[config.mk]
export PLATFORM = sky130hd
export DESIGN_NAME = serial_add_scheduler
export DESIGN_NICKNAME = d
export VERILOG_FILES = /design/src/rtl/serial_add_scheduler.sv
export SDC_FILE = /design/constraint.sdc
export NUM_CORES = 1
export LEC_CHECK = 0
export BUFFER_PORTS_ARGS = -buffer_cell sky130_fd_sc_hd__clkbuf_2
export CAP_MARGIN = 25
export CORE_UTILIZATION = 57
export CTS_CLUSTER_SIZE = 14
export DETAILED_ROUTE_END_ITERATION = 16
export PLACE_DENSITY = 0.82
export SETUP_SLACK_MARGIN = 0.15
export SYNTH_ARGS = -nofsm -noshare
export SYNTH_HDL_FRONTEND = slang
export SYNTH_SLANG_ARGS = --single-unit
[constraint.sdc]
create_clock -name clk -period 2.5 [get_ports clk]
set_clock_uncertainty 0.15 [all_clocks]
set_input_delay 0.5 -clock clk [delete_from_list [all_inputs] [get_ports clk]]
set_output_delay 0.5 -clock clk [all_outputs]
set_load 0.02 [all_outputs]
[src/rtl/serial_add_scheduler.sv]
// Operand FIFO, control sequencer and result register wrapped around an
// external bit-serial adder. Optional SHIFT timeout is built only when SAS_TIMEOUT_EN is defined.
module serial_add_scheduler #(
    parameter int WIDTH       = 8,
    parameter int DEPTH       = 4,
    parameter int LOAD_CYCLES = 1,
    parameter int TIMEOUT     = WIDTH + 4
) (
    input  logic                     clk,
    input  logic                     clr_n,
    input  logic                     in_valid,
    output logic                     in_ready,
    input  logic [WIDTH-1:0]         in_a,
    input  logic [WIDTH-1:0]         in_b,
    output logic                     res_valid,
    input  logic                     res_ready,
    output logic [WIDTH-1:0]         res_sum,
    output logic                     res_cout,
    output logic                     res_err,
    output logic                     busy,
    output logic [$clog2(DEPTH):0]   level,
    output logic [WIDTH-1:0]         add_a,
    output logic [WIDTH-1:0]         add_b,
    output logic                     add_write,
    output logic                     add_clr,
    input  logic [WIDTH-1:0]         add_sum,
    input  logic                     add_cout,
    input  logic                     add_stop
);

    // state | meaning
    // IDLE  | adder held in clear; waits for a queued pair
    // LOAD  | add_write strobe held for LOAD_CYCLES cycles
    // SHIFT | adder running; waits for add_stop (or timeout)
    // HOLD  | adder finished, result slot still occupied
    typedef enum logic [1:0] {S_IDLE, S_LOAD, S_SHIFT, S_HOLD} state_t;

    localparam int PW  = $clog2(DEPTH);
    localparam int LCW = (LOAD_CYCLES > 1) ? $clog2(LOAD_CYCLES) : 1;

    state_t state_q, state_d;

    logic [WIDTH-1:0] mem_a_q [DEPTH];
    logic [WIDTH-1:0] mem_a_d [DEPTH];
    logic [WIDTH-1:0] mem_b_q [DEPTH];
    logic [WIDTH-1:0] mem_b_d [DEPTH];
    logic [PW-1:0]    wr_ptr_q, wr_ptr_d, rd_ptr_q, rd_ptr_d;
    logic [PW:0]      level_q, level_d;

    logic [WIDTH-1:0] add_a_q, add_a_d, add_b_q, add_b_d;
    logic [LCW-1:0]   load_cnt_q, load_cnt_d;
    logic             res_valid_q, res_valid_d;
    logic [WIDTH-1:0] res_sum_q, res_sum_d;
    logic             res_cout_q, res_cout_d;

    logic push, start, capture, slot_free, done, tmo_hit;

    assign in_ready  = (level_q != (PW+1)'(DEPTH));
    assign push      = in_valid && in_ready;
    assign slot_free = !res_valid_q || res_ready;
    assign start     = (state_q == S_IDLE) && (level_q != '0);
    assign done      = add_stop || tmo_hit;

    always_comb begin
        mem_a_d  = mem_a_q;
        mem_b_d  = mem_b_q;
        wr_ptr_d = wr_ptr_q;
        rd_ptr_d = rd_ptr_q;
        level_d  = level_q;
        if (push) begin
            mem_a_d[wr_ptr_q] = in_a;
            mem_b_d[wr_ptr_q] = in_b;
            wr_ptr_d          = wr_ptr_q + 1'b1;
        end
        if (capture) rd_ptr_d = rd_ptr_q + 1'b1;
        case ({push, capture})
            2'b10:   level_d = level_q + 1'b1;
            2'b01:   level_d = level_q - 1'b1;
            default: level_d = level_q;
        endcase
    end

    always_ff @(posedge clk or negedge clr_n) begin
        if (!clr_n) state_q <= S_IDLE;
        else        state_q <= state_d;
    end

    always_comb begin
        state_d = state_q;
        case (state_q)
            S_IDLE:  if (start) state_d = S_LOAD;
            S_LOAD:  if (load_cnt_q == '0) state_d = S_SHIFT;
            S_SHIFT: if (done) state_d = slot_free ? S_IDLE : S_HOLD;
            S_HOLD:  if (slot_free) state_d = S_IDLE;
            default: state_d = S_IDLE;
        endcase
    end

    always_comb begin
        add_clr   = 1'b0;
        add_write = 1'b0;
        capture   = 1'b0;
        case (state_q)
            S_IDLE:  add_clr   = 1'b1;
            S_LOAD:  add_write = 1'b1;
            S_SHIFT: capture   = done && slot_free;
            S_HOLD:  capture   = slot_free;
            default: capture   = 1'b0;
        endcase
    end

    assign busy = (state_q != S_IDLE);

    // A capture may coincide with the consumer taking the old result; valid then stays high.
    always_comb begin
        add_a_d     = add_a_q;
        add_b_d     = add_b_q;
        load_cnt_d  = load_cnt_q;
        res_valid_d = capture || (res_valid_q && !res_ready);
        res_sum_d   = capture ? add_sum  : res_sum_q;
        res_cout_d  = capture ? add_cout : res_cout_q;
        if (start) begin
            add_a_d    = mem_a_q[rd_ptr_q];
            add_b_d    = mem_b_q[rd_ptr_q];
            load_cnt_d = LCW'(LOAD_CYCLES - 1);
        end else if ((state_q == S_LOAD) && (load_cnt_q != '0)) begin
            load_cnt_d = load_cnt_q - 1'b1;
        end
    end

    always_ff @(posedge clk or negedge clr_n) begin
        if (!clr_n) begin
            mem_a_q     <= '{default: '0};
            mem_b_q     <= '{default: '0};
            wr_ptr_q    <= '0;
            rd_ptr_q    <= '0;
            level_q     <= '0;
            add_a_q     <= '0;
            add_b_q     <= '0;
            load_cnt_q  <= '0;
            res_valid_q <= 1'b0;
            res_sum_q   <= '0;
            res_cout_q  <= 1'b0;
        end else begin
            mem_a_q     <= mem_a_d;
            mem_b_q     <= mem_b_d;
            wr_ptr_q    <= wr_ptr_d;
            rd_ptr_q    <= rd_ptr_d;
            level_q     <= level_d;
            add_a_q     <= add_a_d;
            add_b_q     <= add_b_d;
            load_cnt_q  <= load_cnt_d;
            res_valid_q <= res_valid_d;
            res_sum_q   <= res_sum_d;
            res_cout_q  <= res_cout_d;
        end
    end

`ifdef SAS_TIMEOUT_EN
    localparam int TW = (TIMEOUT > 1) ? $clog2(TIMEOUT) : 1;

    logic [TW-1:0] tmo_cnt_q, tmo_cnt_d;
    logic          err_pend_q, err_pend_d;
    logic          res_err_q, res_err_d;

    // err_pend remembers whether SHIFT ended by timeout, for a capture deferred to HOLD.
    always_comb begin
        tmo_cnt_d  = tmo_cnt_q;
        err_pend_d = err_pend_q;
        res_err_d  = res_err_q;
        if (state_q == S_LOAD) tmo_cnt_d = TW'(TIMEOUT - 1);
        else if ((state_q == S_SHIFT) && (tmo_cnt_q != '0)) tmo_cnt_d = tmo_cnt_q - 1'b1;
        if (state_q == S_SHIFT) err_pend_d = !add_stop;
        if (capture) res_err_d = (state_q == S_HOLD) ? err_pend_q : !add_stop;
    end

    assign tmo_hit = (state_q == S_SHIFT) && (tmo_cnt_q == '0);

    always_ff @(posedge clk or negedge clr_n) begin
        if (!clr_n) begin
            tmo_cnt_q  <= '0;
            err_pend_q <= 1'b0;
            res_err_q  <= 1'b0;
        end else begin
            tmo_cnt_q  <= tmo_cnt_d;
            err_pend_q <= err_pend_d;
            res_err_q  <= res_err_d;
        end
    end

    assign res_err = res_err_q;
`else
    assign tmo_hit = 1'b0;
    assign res_err = 1'b0;
`endif

    assign level     = level_q;
    assign add_a     = add_a_q;
    assign add_b     = add_b_q;
    assign res_valid = res_valid_q;
    assign res_sum   = res_sum_q;
    assign res_cout  = res_cout_q;

endmodule

==> results.ini <==
[timing]
max_freq_mhz = 453
period_minus_slack_ns = 2.21
rsz0062_at_grt = false
hold_slack_ns = 0.207
finalHoldViolCount = 0
setup_viol = 0
relSlewSlack = 0.583
tns_ns = 0
period_share = 0.884
slew_viol_final = 0
worstMarginPinSlew_ns = 0.625

[synth]
yosys_most_used_dff = dfrtp_1
ys_types = 31
seq_area_frac_synth = 0.551
syn-num-nets = 301
synth_seq_cells = 100
ys_warn_count = 0
synthCells = 265
synth_edf_count = 0
syn_avg_cell_area_um2 = 17.1
synthArstFlopShare = 1.00
synthTopCellsByArea = dfrtp_1, mux2_4, mux2_2
yosysTopAreaCellShare = 0.551
syn_area_mm2 = 0.00454
yosysTopAreaCell = dfrtp_1

[clocking]
clk_pin_slew_ns = 0.10
numCtsBuffers = 9
cts_tree = built
clk_path_buf_depth = 2
h-tree-depth = 3
clk_latency_ns = 0.36
cts_root_buf = clkbuf_8
clock_sinks = 100

[floorplanning]
core_area_mm2 = 0.00773
start_util = 0.588
chipHeight_um = 91.3
die_area_mm2 = 0.00833
fp-row-count = 32
num_io_pins = 64
fp.dieW_um = 91.3

[grt]
first_global_vias = 2581
grt_pass1_wl_um = 13000
grt_usage = 0.207
grt_max_degree = 57
grt.overflow.total = 0
antenna_found_initial = 0

[power_and_ir_drop]
p_leak_nw = 2.45
powerDensity_mw_per_mm2 = 1420
fin_total_pwr_mw = 7.26
vdd_drop_max_mv = 0.770

[routing]
via_per_inst = 5.49
drtIter0Drc = 53
vias = 2421
wl_per_cell_um = 18.2
wl_um = 8010
firstDrtPassIters = 4
ant_nets = 0
route.detailed.drc = 0

[placement]
portBuffers = 62
detailed_place_hpwl_um = 5250
place.gp.congestion = 0.753
placed_cells = 422

[finish]
layout.cells.non_filler = 441
final_common_cell = dfrtp_1
fin_util = 0.661
antenna_cells = 0
area_delta_synth_final_pct = 12.3
final_cell_mix = dfrtp_1, clkbuf_2, mux2_2, mux2_4, mux4_2
final_nets = 371
drive_above_1_share = 0.602

[flow_run]
drv_cap = 0

[worst_hold_path]
hp-class = in2reg

[critical_path]
crit_family = simple AND/OR/NAND/NOR gates
cp_slowest_cell = dfrtp_1
crit_fanout = 3
path_buf_inv = 1
crit_required_ns = 2.64
cp-start-kind = flop
crit_type = reg2reg
crit_path_frequent_cell = xor2_1
slowest_delay_ns = 0.41
arrival_ns = 2.35
path_cells = or3b_4, nand2_2, ha_2, inv_1, fa_2, xor2_1, nor2_1, xor2_1
r2r_slack_ns = 0.29
end_kind = flop

[status]
status = completed

## timing repair
item	4_1_cts	5_1_grt
endpoints found under the hold margin	24	0
hold buffers	1	0
resized for setup	0	4
endpoints found under the setup margin	0	1
buffers inserted	0	3
## synthesized netlist by cell type (2+ instances only)
cell,instances
nand2b_1,2
buf_4,3
inv_1,8
nand3_4,4
xnor2_1,4
mux2_4,40
buf_2,2
nand2_1,4
mux2_2,50
buf_12,4
mux2i_1,2
ha_1,5
clkbuf_1,2
dfrtp_1,100
mux4_2,16
buf_6,3
xor2_1,2
## flip-flops by register name, summed over array words and instances (netlist names)
name / flops
res_cout: 1
wr_ptr_q: 2
add_a: 8
load_cnt_q: 1
res_valid: 1
mem_a_q: 32
mem_b_q: 32
level: 3
res_sum: 8
state_q: 2
add_b: 8
rd_ptr_q: 2
## metrics by stage
| step | setup slack (ns) | area, um2 |
|---|---|---|
| floorplan | 0.151 | 4540 |
| global placement | 0.327 | 4900 |
| detailed placement | 0.219 | 4900 |
| CTS | 0.176 | 5070 |
| global route | 0.163 | 5100 |
| finish | 0.291 | 5100 |
## cell type report
cell class	count	area (um2)
clock inverters	6	42.5
well taps	102	128
repair buffers	73	410
clock buffers	9	124
fillers	550	2620
multi-input cells	143	1870
flip-flops and latches	100	2500
inverters	8	30.0
## logic make-up after synthesis
family | count (synthesis) | synth area share
multiplexers | 108 | 0.340
flip-flops | 100 | 0.551
buffers and inverters | 22 | 0.0405
AND/OR/NAND/NOR | 20 | 0.0355
adder cells (fa/ha/maj) | 6 | 0.0182
XOR/XNOR | 6 | 0.0116
AO/OA/AOI/OAI | 2 | 0.00303
other | 1 | 0.000825
## worst register-to-register path: cells and delay by family, from the launching register on
family / cells / cell delay, ns
xor gates and xnor gates: 2 / 0.32
adders and majority gates: 2 / 0.54
buffers and inverters: 1 / 0.06
DFF: 1 / 0.41
and+or+nand+nor: 3 / 0.66
## power by group
group / internal [mW] / switching (mW)
clock: 0.356 / 0.550
combinational: 1.95 / 1.45
sequential: 2.46 / 0.501
total: 4.76 / 2.50
## per-layer routing
layer,part of all wire,track usage,routed length [um]
met1,0.44,0.278,3490
met2,0.51,0.333,4110
met3,0.043,0.0586,343
met4,0.0085,0.0595,68
met5,0,0,0
## path summary, 6_finish.rpt
check                                       startpoint                      end  cells after the start
worst min-delay path                        add_sum[3]   res_sum[3]$_DFFE_PN0P_                      2
worst min register to register  load_cnt_q$_DFFE_PN0P_   state_q[1]$_DFFE_PN0P_                      1
worst max register to register    level[1]$_DFFE_PN0P_     level[2]$_DFFE_PN0P_                      8
worst max-delay path              level[1]$_DFFE_PN0P_     level[2]$_DFFE_PN0P_                      8
max in group asynchronous                        clr_n  mem_b_q[10]$_DFFE_PN0P_                      3
min in group asynchronous                        clr_n     add_a[6]$_DFFE_PN0P_                      2
Note: power is estimated with default switching activity, not from simulation.
